`config.mk`:
```
export PLATFORM = sky130hd
export DESIGN_NAME = counter_rw_port
export DESIGN_NICKNAME = d
export VERILOG_FILES = /design/src/rtl/counter_rw_port.sv
export SDC_FILE = /design/constraint.sdc
export NUM_CORES = 1
export LEC_CHECK = 0
export BUFFER_PORTS_ARGS = -buffer_cell sky130_fd_sc_hd__buf_4
export CORE_MARGIN = 2
export CORE_UTILIZATION = 40
export DETAILED_ROUTE_END_ITERATION = 8
export HOLD_SLACK_MARGIN = 0.1
export RECOVER_POWER = 25
export SYNTH_ARGS = -nofsm -noshare
export SYNTH_HDL_FRONTEND = slang
export SYNTH_SLANG_ARGS = --single-unit
```
`constraint.sdc`:
```
create_clock -name clk -period 5.25 [get_ports clk]
set_input_delay 0.7875 -clock clk [delete_from_list [all_inputs] [get_ports clk]]
set_output_delay 0.7875 -clock clk [all_outputs]
set_load 0.01 [all_outputs]
```
`src/rtl/counter_rw_port.sv`:
```
// CPU-side read/write port for one 8254 counter channel: control word decode,
// byte-sequenced initial count writes with a load pulse, and latched/live count reads.
module counter_rw_port #(
   parameter int         DATA_W = 8,
   parameter logic [1:0] RST_RW = 2'b11
) (
   input  logic                  clk,
   input  logic                  rst_n,
   input  logic                  cs,
   input  logic                  ctrl_wr,
   input  logic                  wr,
   input  logic                  rd,
   input  logic [DATA_W-1:0]     data_in,
   output logic [DATA_W-1:0]     data_out,
   input  logic [2*DATA_W-1:0]   current_count,
   output logic [2*DATA_W-1:0]   count_reg,
   output logic                  count_load,
   output logic [2:0]            mode,
   output logic                  bcd,
   output logic                  null_count
);

   typedef enum logic [1:0] {
      RW_LATCH = 2'b00,
      RW_LSB   = 2'b01,
      RW_MSB   = 2'b10,
      RW_WORD  = 2'b11
   } rw_e;

   typedef enum logic {
      BYTE_LSB = 1'b0,
      BYTE_MSB = 1'b1
   } byte_e;

   rw_e                 rw_fmt;
   byte_e               wr_toggle;
   byte_e               rd_toggle;
   logic                latched;
   logic [2*DATA_W-1:0] latch_reg;

   rw_e                 cw_rw;
   logic                do_ctrl;
   logic                do_wr;
   logic                do_rd;
   logic                do_format;
   logic                do_latch;
   logic [2*DATA_W-1:0] read_src;
   logic [DATA_W-1:0]   read_lo;
   logic [DATA_W-1:0]   read_hi;

   // One strobe wins per cycle: control word, then write, then read.
   always_comb begin
      cw_rw     = rw_e'(data_in[5:4]);
      do_ctrl   = cs && ctrl_wr;
      do_wr     = cs && wr && !ctrl_wr;
      do_rd     = cs && rd && !ctrl_wr && !wr;
      do_format = do_ctrl && (cw_rw != RW_LATCH);
      do_latch  = do_ctrl && (cw_rw == RW_LATCH);
      read_src  = latched ? latch_reg : current_count;
      read_lo   = read_src[DATA_W-1:0];
      read_hi   = read_src[2*DATA_W-1:DATA_W];
   end

   // Control word fields; a latch command leaves them untouched.
   always_ff @(posedge clk or negedge rst_n) begin
      if (!rst_n) begin
         rw_fmt <= rw_e'(RST_RW);
         mode   <= 3'd0;
         bcd    <= 1'b0;
      end else if (do_format) begin
         rw_fmt <= cw_rw;
         mode   <= data_in[3:1];
         bcd    <= data_in[0];
      end
   end

   // Count write sequencing; count_load is a registered one-cycle pulse after the completing byte.
   always_ff @(posedge clk or negedge rst_n) begin
      if (!rst_n) begin
         count_reg  <= '0;
         wr_toggle  <= BYTE_LSB;
         count_load <= 1'b0;
         null_count <= 1'b1;
      end else begin
         count_load <= 1'b0;
         if (do_format) begin
            wr_toggle  <= BYTE_LSB;
            null_count <= 1'b1;
         end else if (do_wr) begin
            case (rw_fmt)
               RW_LSB: begin
                  count_reg  <= {{DATA_W{1'b0}}, data_in};
                  count_load <= 1'b1;
                  null_count <= 1'b0;
               end
               RW_MSB: begin
                  count_reg  <= {data_in, {DATA_W{1'b0}}};
                  count_load <= 1'b1;
                  null_count <= 1'b0;
               end
               RW_WORD: begin
                  if (wr_toggle == BYTE_LSB) begin
                     count_reg[DATA_W-1:0] <= data_in;
                     wr_toggle             <= BYTE_MSB;
                     null_count            <= 1'b1;
                  end else begin
                     count_reg[2*DATA_W-1:DATA_W] <= data_in;
                     wr_toggle                    <= BYTE_LSB;
                     count_load                   <= 1'b1;
                     null_count                   <= 1'b0;
                  end
               end
               default: ;
            endcase
         end
      end
   end

   // Read path: the first latch command holds until the read sequence that consumes it completes.
   always_ff @(posedge clk or negedge rst_n) begin
      if (!rst_n) begin
         data_out  <= '0;
         rd_toggle <= BYTE_LSB;
         latched   <= 1'b0;
         latch_reg <= '0;
      end else if (do_format) begin
         rd_toggle <= BYTE_LSB;
         latched   <= 1'b0;
      end else if (do_latch) begin
         if (!latched) begin
            latch_reg <= current_count;
            latched   <= 1'b1;
         end
      end else if (do_rd) begin
         case (rw_fmt)
            RW_LSB: begin
               data_out <= read_lo;
               latched  <= 1'b0;
            end
            RW_MSB: begin
               data_out <= read_hi;
               latched  <= 1'b0;
            end
            RW_WORD: begin
               if (rd_toggle == BYTE_LSB) begin
                  data_out  <= read_lo;
                  rd_toggle <= BYTE_MSB;
               end else begin
                  data_out  <= read_hi;
                  rd_toggle <= BYTE_LSB;
                  latched   <= 1'b0;
               end
            end
            default: ;
         endcase
      end
   end

endmodule

```
[After elaboration in Yosys (flattened, before gate mapping)]
Cells that the tools add are included.
Storage, ports and cells
  register bits after elaboration: 51
  bits of input ports: 30
  output and inout bits: 30
  word-level logic and storage cells: 76
Cells by class
  equal/unequal tests: 7
  mux-type cells: 27
  bitwise gates (word level): 2
  reduce and logical (&&, ||, !) cells: 28
Operator list (number)
  16-bit case mux with 3 select lines: 1
  8-bit 2-to-1 mux: 3
  8-bit case mux with 3 select lines: 1
  1-bit 2-to-1 mux: 18
  16-bit 2-to-1 mux: 1
  4-bit AND reduction: 3
  3-bit nonzero test: 3
  1-bit logical AND: 8
  2-bit nonzero test: 4
  2-bit != test (second input constant): 3
  1-bit case mux with 2 select lines: 3
  2-bit AND reduction: 3
  3-bit AND reduction: 2
  2-bit == test (second input constant): 2
  4-bit != test (second input constant): 1
  4-bit nonzero test: 1
  2-bit by 1-bit == test with 1-bit output (second input constant): 1
  1-bit zero test: 2
  2-bit zero test: 1
  1-bit NOT: 2
  2-bit OR reduction: 1

[Longest topological paths before layout]
Gate-level depths: netlist of run 1.
  depth in word-level cells: 6
  gate-level depth with buffers: 7
  mapped depth without buffers: 5

[Worst setup path before layout of run 1]
No wires, ideal clock.
  path type: input -> register
  start: input cs
  end: register latch_reg[10]
  library setup time: 0.127 ns
  arrival: 1.834 ns
  data required time: 5.123 ns
  slack: 3.289 ns
  cell stages on the path: 5
  buffers on the path: 2
  path through: buf_4 nand2_1 nor4_4 buf_6 mux2_1
Between the ends
  longest elaborated chain between the ends: 4
  elaborated cells on any way between the ends: 5
  classes of those cells: bitwise (1); reduce/logical (4)
Ends and longest elaborated chain
  from (decl): RTL line 9  | input logic cs,
  1-bit logical AND (*): RTL line 54  | do_ctrl = cs && ctrl_wr;
  1-bit logical AND: RTL line 57  | do_format = do_ctrl && (cw_rw != RW_LATCH);
  1-bit NOT (no line)
  2-bit AND reduction (no line) (*)
  to (signal assigned): RTL line 131  | latch_reg <= current_count;
  to (decl): RTL line 39  | logic [2*DATA_W-1:0] latch_reg;
Every way passes the cells marked *; elsewhere a longest branch is shown, timed or not.
A chain may end at the register's enable or synchronous reset.

==> results.json, run 1 <==
{
  "synthFlopType": "sky130_fd_sc_hd__dfrtp_1",
  "worstPathMaxFanout": 51,
  "place.gp.congestion": 0.792,
  "drv_slew": 52,
  "worst_r2r_endpoint": "latch_reg[0]",
  "post_synth_mux_area_share_pct": 23.3,
  "synth_xor_area_share_pct": 0.359,
  "setup-violations-final": 0,
  "skew_ps": 15.3,
  "synth-seq-cells": 51,
  "post_route_cells_drive_above_1_share_pct": 38.3,
  "number_of_nets_in_the_layout": 285,
  "top_cells_by_instance_count_after_synthesis": "48 x sky130_fd_sc_hd__dfrtp_1, 24 x sky130_fd_sc_hd__mux2i_1, 18 x sky130_fd_sc_hd__mux2_2",
  "grt_util_all_layers_pct": 15.9,
  "ys_warn_count": 0,
  "cp-end-kind": "asynchronous set/reset pin",
  "synth-async-reset-ratio_pct": 100,
  "detail_route.wirelength.met1_um": 2440,
  "drv_cap": 1,
  "global_route_wire_length_before_repair_um": 8090,
  "floorplan.initialDensity_pct": 41.2,
  "postCtsSetupRepairBufs": 0,
  "finalCriticalPeriod_ps": 2910,
  "final-hold-violation-count": 0,
  "met2WireLength_um": 2350,
  "critical_path.top_delay_family": "buffers and inverters",
  "cts-buffers-inserted": 5,
  "r2r_setup_slack_ps": 2970,
  "min_period_over_period_pct": 55.4,
  "netlist.top_cell.by_area": "sky130_fd_sc_hd__dfrtp_1",
  "number_of_vias_per_cell": 5.06,
  "detail_route.iter0.violations": 99,
  "synth_top_family_by_area": "multiplexers",
  "drt_drc_violations_left": 0,
  "core_area_mm2": 0.00592,
  "floorplan.die.width_um": 82.1,
  "placedCellCount": 320,
  "post_synthesis_to_final_layout_area_growth_pct": 23.4,
  "floorplan.die.height_um": 82.1,
  "synth_top_cell_area_share_pct": 49.3,
  "status": "finished with violations",
  "hpwl_um": 3620,
  "top_layer": "met4",
  "number_of_buffers_on_the_longest_clock_path": 2,
  "worst-path-buf-inv": 1,
  "post_synth_instance_area_mm2": 0.00244,
  "standard_cell_with_the_maximum_stage_delay_on_the_critical_path": "sky130_fd_sc_hd__clkbuf_1",
  "synth_adder_area_share_pct": 1.54,
  "ant_nets": 0,
  "synth_compound_gate_area_share_pct": 8.83,
  "numPortBuffers": 59,
  "fmaxAchievable_mhz": 344,
  "grt_setup_unrepaired": "no",
  "final_routed_wirelength_across_all_metal_layers_um": 5030,
  "hold_start": "latch_reg[8]",
  "grt_pass1_vias": 1635,
  "vdd_ir_drop_max_mv": 0.178,
  "postSynthAreaPerCell_um2": 12.4,
  "critPathRequiredTime_ps": 5060,
  "tightestPinTransition_ps": 2750,
  "cellLeakagePower_nw": 1.45,
  "timing.critical_path.from_type": "input pin",
  "overflow": 0,
  "drt-wirelength-per-cell_um": 15.3,
  "die-area_mm2": 0.00673,
  "hold_end": "latch_reg[8]",
  "h-tree-depth": 2,
  "reg2reg_from": "latched",
  "holdPathStages": 1,
  "cts.sinks": 51,
  "route.vias.total": 1659,
  "insertion_delay_ps": 300,
  "slowest_delay_ps": 1910,
  "synthMostInstantiatedCell": "sky130_fd_sc_hd__dfrtp_1",
  "worst-r2r-cell-count": 2,
  "grt_antenna_before_repair": 0,
  "crit_arrival_ps": 2730,
  "hold_buffers": 0,
  "cts_resized": 0,
  "seq_area_frac_synth_pct": 52.5,
  "dr.pass1.iters": 4,
  "worst_setup_hold_path_clk_slew_ps": 80,
  "yosys.cell_types.count": 38,
  "power_density_normalized_to_cell_area_mw_per_mm2": 419,
  "synthSimpleGateAreaFrac_pct": 9.24,
  "synthesis.instances": 196,
  "mappedNetlistNets": 229,
  "core.rowCount": 28,
  "maxSlewHeadroom_pct": -83.5,
  "finalSetupTns_ps": 0,
  "hold_path.class": "reg -> reg",
  "failing_checks": "capacitance limit, slew limit",
  "synth_enable_flop_cells": 0,
  "worst-setup-path-type": "in -> async",
  "layout.cells.non_filler": 328,
  "pin_count": 60,
  "largest_net_degree_at_the_start_of_global_routing": 52,
  "diode_count": 0,
  "cts_root_buffer": "sky130_fd_sc_hd__clkbuf_8",
  "tritoncts": "built",
  "detailroute.wirelength.met3_um": 189,
  "synth.top_cells.by_area": "sky130_fd_sc_hd__dfrtp_1 49%, sky130_fd_sc_hd__mux2i_1 9.9%, sky130_fd_sc_hd__mux2_2 8.3%",
  "worstPathCellList": "clkbuf_1"
}
cells by family (layout without fill, tap and decap cells):
logic type	after synthesis	count (layout)
AO/OA/AOI/OAI	29	29
XOR/XNOR	1	1
adder cells (fa/ha/maj)	3	3
buffers and inverters	21	78
flip-flops	51	51
multiplexers	53	53
AND/OR/NAND/NOR	38	38
metal layers:
layer | track usage [%] | up-vias
met1 | 23.5 | 813
met5 | 0 | -
met2 | 23.8 | 28
met3 | 3.41 | 6
met4 | 4.00 | 0
li1 | - | 812
placed cells by master (no fill, tap or decap), drive strengths merged:
cell / netlist / layout
nor3: 1 / 1
nor3b: 1 / 1
a21bo: 8 / 8
o22ai: 8 / 8
a22o: 2 / 2
nand4bb: 1 / 1
nor2: 4 / 4
mux2i: 24 / 24
inv: 11 / 11
nand2b: 1 / 1
nor4: 1 / 1
a21oi: 3 / 3
nand4: 8 / 8
a21o: 1 / 1
and4bb: 1 / 1
o21ai: 5 / 5
nand4b: 1 / 1
clkbuf: 2 / 9
or3: 1 / 1
mux2: 29 / 29
nand3b: 1 / 1
o211ai: 1 / 1
nand2: 13 / 13
and3: 1 / 1
xor2: 1 / 1
nor2b: 2 / 2
buf: 8 / 58
ha: 3 / 3
dfstp: 3 / 3
o221ai: 1 / 1
dfrtp: 48 / 48
and2: 1 / 1
power by group:
| part | internal, mW | leakage (nW) | switching, mW |
|---|---|---|---|
| clock | 0.121 | 0.0515 | 0.127 |
| sequential | 0.521 | 0.624 | 0.0825 |
| combinational | 0.236 | 0.776 | 0.172 |
stage by stage:
step | instance area (µm²) | setup slack (ps) | total power [mW] | hold WS (ps) | utilization [%]
after floorplan | 2440 | 3290 | 0.829 | 458 | -
after global placement | 2910 | 2810 | 1.02 | 467 | 49.2
after detailed placement | 2910 | 2800 | 1.03 | 476 | 49.2
after CTS | 3010 | 2910 | 1.28 | 498 | 50.9
after global routing | 3010 | 1800 | 1.34 | 515 | 50.8
final | 3010 | 2340 | 1.26 | 491 | 50.8
final cells by class:
cell class | count | area, µm²
Fill cell | 553 | 2910
Tap cell | 75 | 93.8
Multi-Input combinational cell | 124 | 1050
Inverter | 11 | 41.3
Sequential cell | 51 | 1280
Timing Repair Buffer | 59 | 439
Clock buffer | 8 | 100
worst max-delay path by stage:
stage / start / end / slack, ps / depth (start not counted)
final: rst_n / data_out[0] / 2340 / 1
after global routing: rst_n / latch_reg[0] / 1800 / 1
after CTS: latched / latch_reg[0] / 2910 / 2
after detailed placement: data_in[5] / latch_reg[4] / 2800 / 3
after global placement: data_in[5] / latch_reg[2] / 2810 / 3
after floorplan: cs / latch_reg[10] / 3290 / 5
No activity file was read; power rests on OpenSTA's default activity.
==> run 2: changes to the inputs <==
Clock period 5.25 ns to 2.95 ns, I/O delays scaled along.
==> run 2 against run 1 <==
- the flow now finishes without violations
- final cell count increased by 0.30%
- global-route usage increased by 1.1 points
- combinational power increased by 77%
- clock skew decreased by 10 ps
- sequential share of layout area decreased by 0.21 points
- count of clock-buffer cells in the layout decreased by 1
- design area increased by 0.50%
- first-iteration DRC count increased by 6.1%
- clock power increased by 93%
- flip-flop and latch count unchanged
- highest routed layer unchanged
==> results.json, run 2 (synthesis results as in run 1) <==
{
  "drv_cap": 0,
  "detailroute.wirelength.met3_um": 181,
  "largest_net_degree_at_the_start_of_global_routing": 52,
  "number_of_vias_per_cell": 5.16,
  "timing.final.ws_setup_ps": 959,
  "finalSetupTns_ps": 0,
  "setup-violations-final": 0,
  "drt-wirelength-per-cell_um": 15.6,
  "hpwl_um": 3690,
  "cts-buffers-inserted": 5,
  "worst-setup-path-type": "reg -> reg",
  "finalCriticalPeriod_ps": 1990,
  "post_route_cells_drive_above_1_share_pct": 38.6,
  "floorplan.die.width_um": 82.1,
  "final-hold-violation-count": 0,
  "power_density_normalized_to_cell_area_mw_per_mm2": 757,
  "number_of_nets_in_the_layout": 286,
  "floorplan.die.height_um": 82.1,
  "timing.critical_path.from_type": "flop",
  "worstPathMaxFanout": 8,
  "global_route_wire_length_before_repair_um": 8470,
  "diode_count": 0,
  "critical_path.top_delay_family": "compound AO/OA/AOI/OAI gates",
  "grt_antenna_before_repair": 0,
  "cts_resized": 0,
  "ant_nets": 0,
  "placedCellCount": 321,
  "skew_ps": 5.19,
  "number_of_buffers_on_the_longest_clock_path": 2,
  "cts_root_buffer": "sky130_fd_sc_hd__clkbuf_8",
  "slowest_delay_ps": 570,
  "core_area_mm2": 0.00592,
  "status": "finished clean",
  "die-area_mm2": 0.00673,
  "drt_drc_violations_left": 0,
  "grt_setup_unrepaired": "no",
  "cts.sinks": 51,
  "critPathRequiredTime_ps": 3140,
  "standard_cell_with_the_maximum_stage_delay_on_the_critical_path": "sky130_fd_sc_hd__a21oi_1",
  "post_synthesis_to_final_layout_area_growth_pct": 24.0,
  "hold_buffers": 0,
  "detail_route.wirelength.met1_um": 2550,
  "drv_slew": 0,
  "numPortBuffers": 59,
  "hold_path.class": "in -> reg",
  "layout.cells.non_filler": 329,
  "h-tree-depth": 2,
  "min_period_over_period_pct": 67.5,
  "pin_count": 60,
  "worst-path-buf-inv": 1,
  "dr.pass1.iters": 4,
  "post-place-ws_ps": 952,
  "detail_route.iter0.violations": 105,
  "mostFrequentLayoutCell": "sky130_fd_sc_hd__buf_4",
  "tritoncts": "built",
  "worst_setup_hold_path_clk_slew_ps": 90,
  "core.rowCount": 28,
  "grt_pass1_vias": 1660,
  "cp-end-kind": "flop",
  "floorplan.initialDensity_pct": 41.2,
  "worstPathCellList": "inv_1, ha_1, a21oi_1, o22ai_1, mux2_2",
  "fmaxAchievable_mhz": 502,
  "crit_arrival_ps": 2180,
  "cellLeakagePower_nw": 1.46,
  "maxSlewHeadroom_pct": 16.7,
  "grt_util_all_layers_pct": 17.0,
  "layout_common_cells": "59 x sky130_fd_sc_hd__buf_4, 48 x sky130_fd_sc_hd__dfrtp_1, 24 x sky130_fd_sc_hd__mux2i_1",
  "final_routed_wirelength_across_all_metal_layers_um": 5140,
  "route.vias.total": 1696,
  "met2WireLength_um": 2340,
  "vdd_ir_drop_max_mv": 0.295,
  "postCtsSetupRepairBufs": 0,
  "overflow": 0,
  "top_layer": "met4",
  "place.gp.congestion": 0.815,
  "insertion_delay_ps": 300,
  "tightestPinTransition_ps": 1250
}
[run 2: cell types whose count changed in the layout (fill, tap and decap cells not counted)]
cell                        delta
sky130_fd_sc_hd__buf_4         +1
sky130_fd_sc_hd__bufinv_16     +1
sky130_fd_sc_hd__clkbuf_2      +1
sky130_fd_sc_hd__clkbuf_8      -2
[run 2: metrics by stage]
stage	util, %	power, mW	instance area, µm²	hold slack [ps]
final	51.1	2.29	3020	358
after global routing	51.1	2.44	3020	349
after CTS	51.1	2.32	3030	180
after detailed placement	49.3	1.84	2920	476
after global placement	49.3	1.82	2920	467
after floorplan	-	1.48	2440	147
[run 2: path summary, 6_finish.rpt]
path | startpoint | to | slack, ps | cells after the start
worst max-delay path | rw_fmt[0] | data_out[6] | 960 | 5
worst min-delay path | current_count[5] | latch_reg[5] | 360 | 2
worst max register to register | rw_fmt[0] | data_out[6] | 960 | 5
worst min register to register | latch_reg[5] | latch_reg[5] | 490 | 1
max in group asynchronous | rst_n | count_reg[10] | 1790 | 1
min in group asynchronous | rst_n | count_reg[1] | 390 | 1
[run 2: area by class of cell]
type / instances / area, µm²
fill: 556 / 2900
clock inverter: 1 / 30.0
timing repair buffer: 60 / 448
sequential: 51 / 1280
multi-input combinational: 124 / 1050
tap: 75 / 93.8
inverter: 11 / 41.3
clock buffer: 7 / 76.3
[run 2: routing by layer]
| metal | global-route usage, % | up-vias |
|---|---|---|
| li1 | - | 817 |
| met1 | 25.7 | 835 |
| met2 | 24.0 | 37 |
| met3 | 3.08 | 7 |
| met4 | 6.83 | 0 |
| met5 | 0 | - |
[run 2: worst register-to-register path: stages, from the launching register on]
cell                      delay (ps)
sky130_fd_sc_hd__dfstp_2         550
sky130_fd_sc_hd__inv_1            60
sky130_fd_sc_hd__ha_1            220
sky130_fd_sc_hd__a21oi_1         570
sky130_fd_sc_hd__o22ai_1         190
sky130_fd_sc_hd__mux2_2          280
[run 2: power breakdown]
part           internal (mW)  switching, mW  total, mW
Clock                  0.254          0.224      0.478
Combinational          0.420          0.304      0.724
Sequential             0.927          0.159       1.09
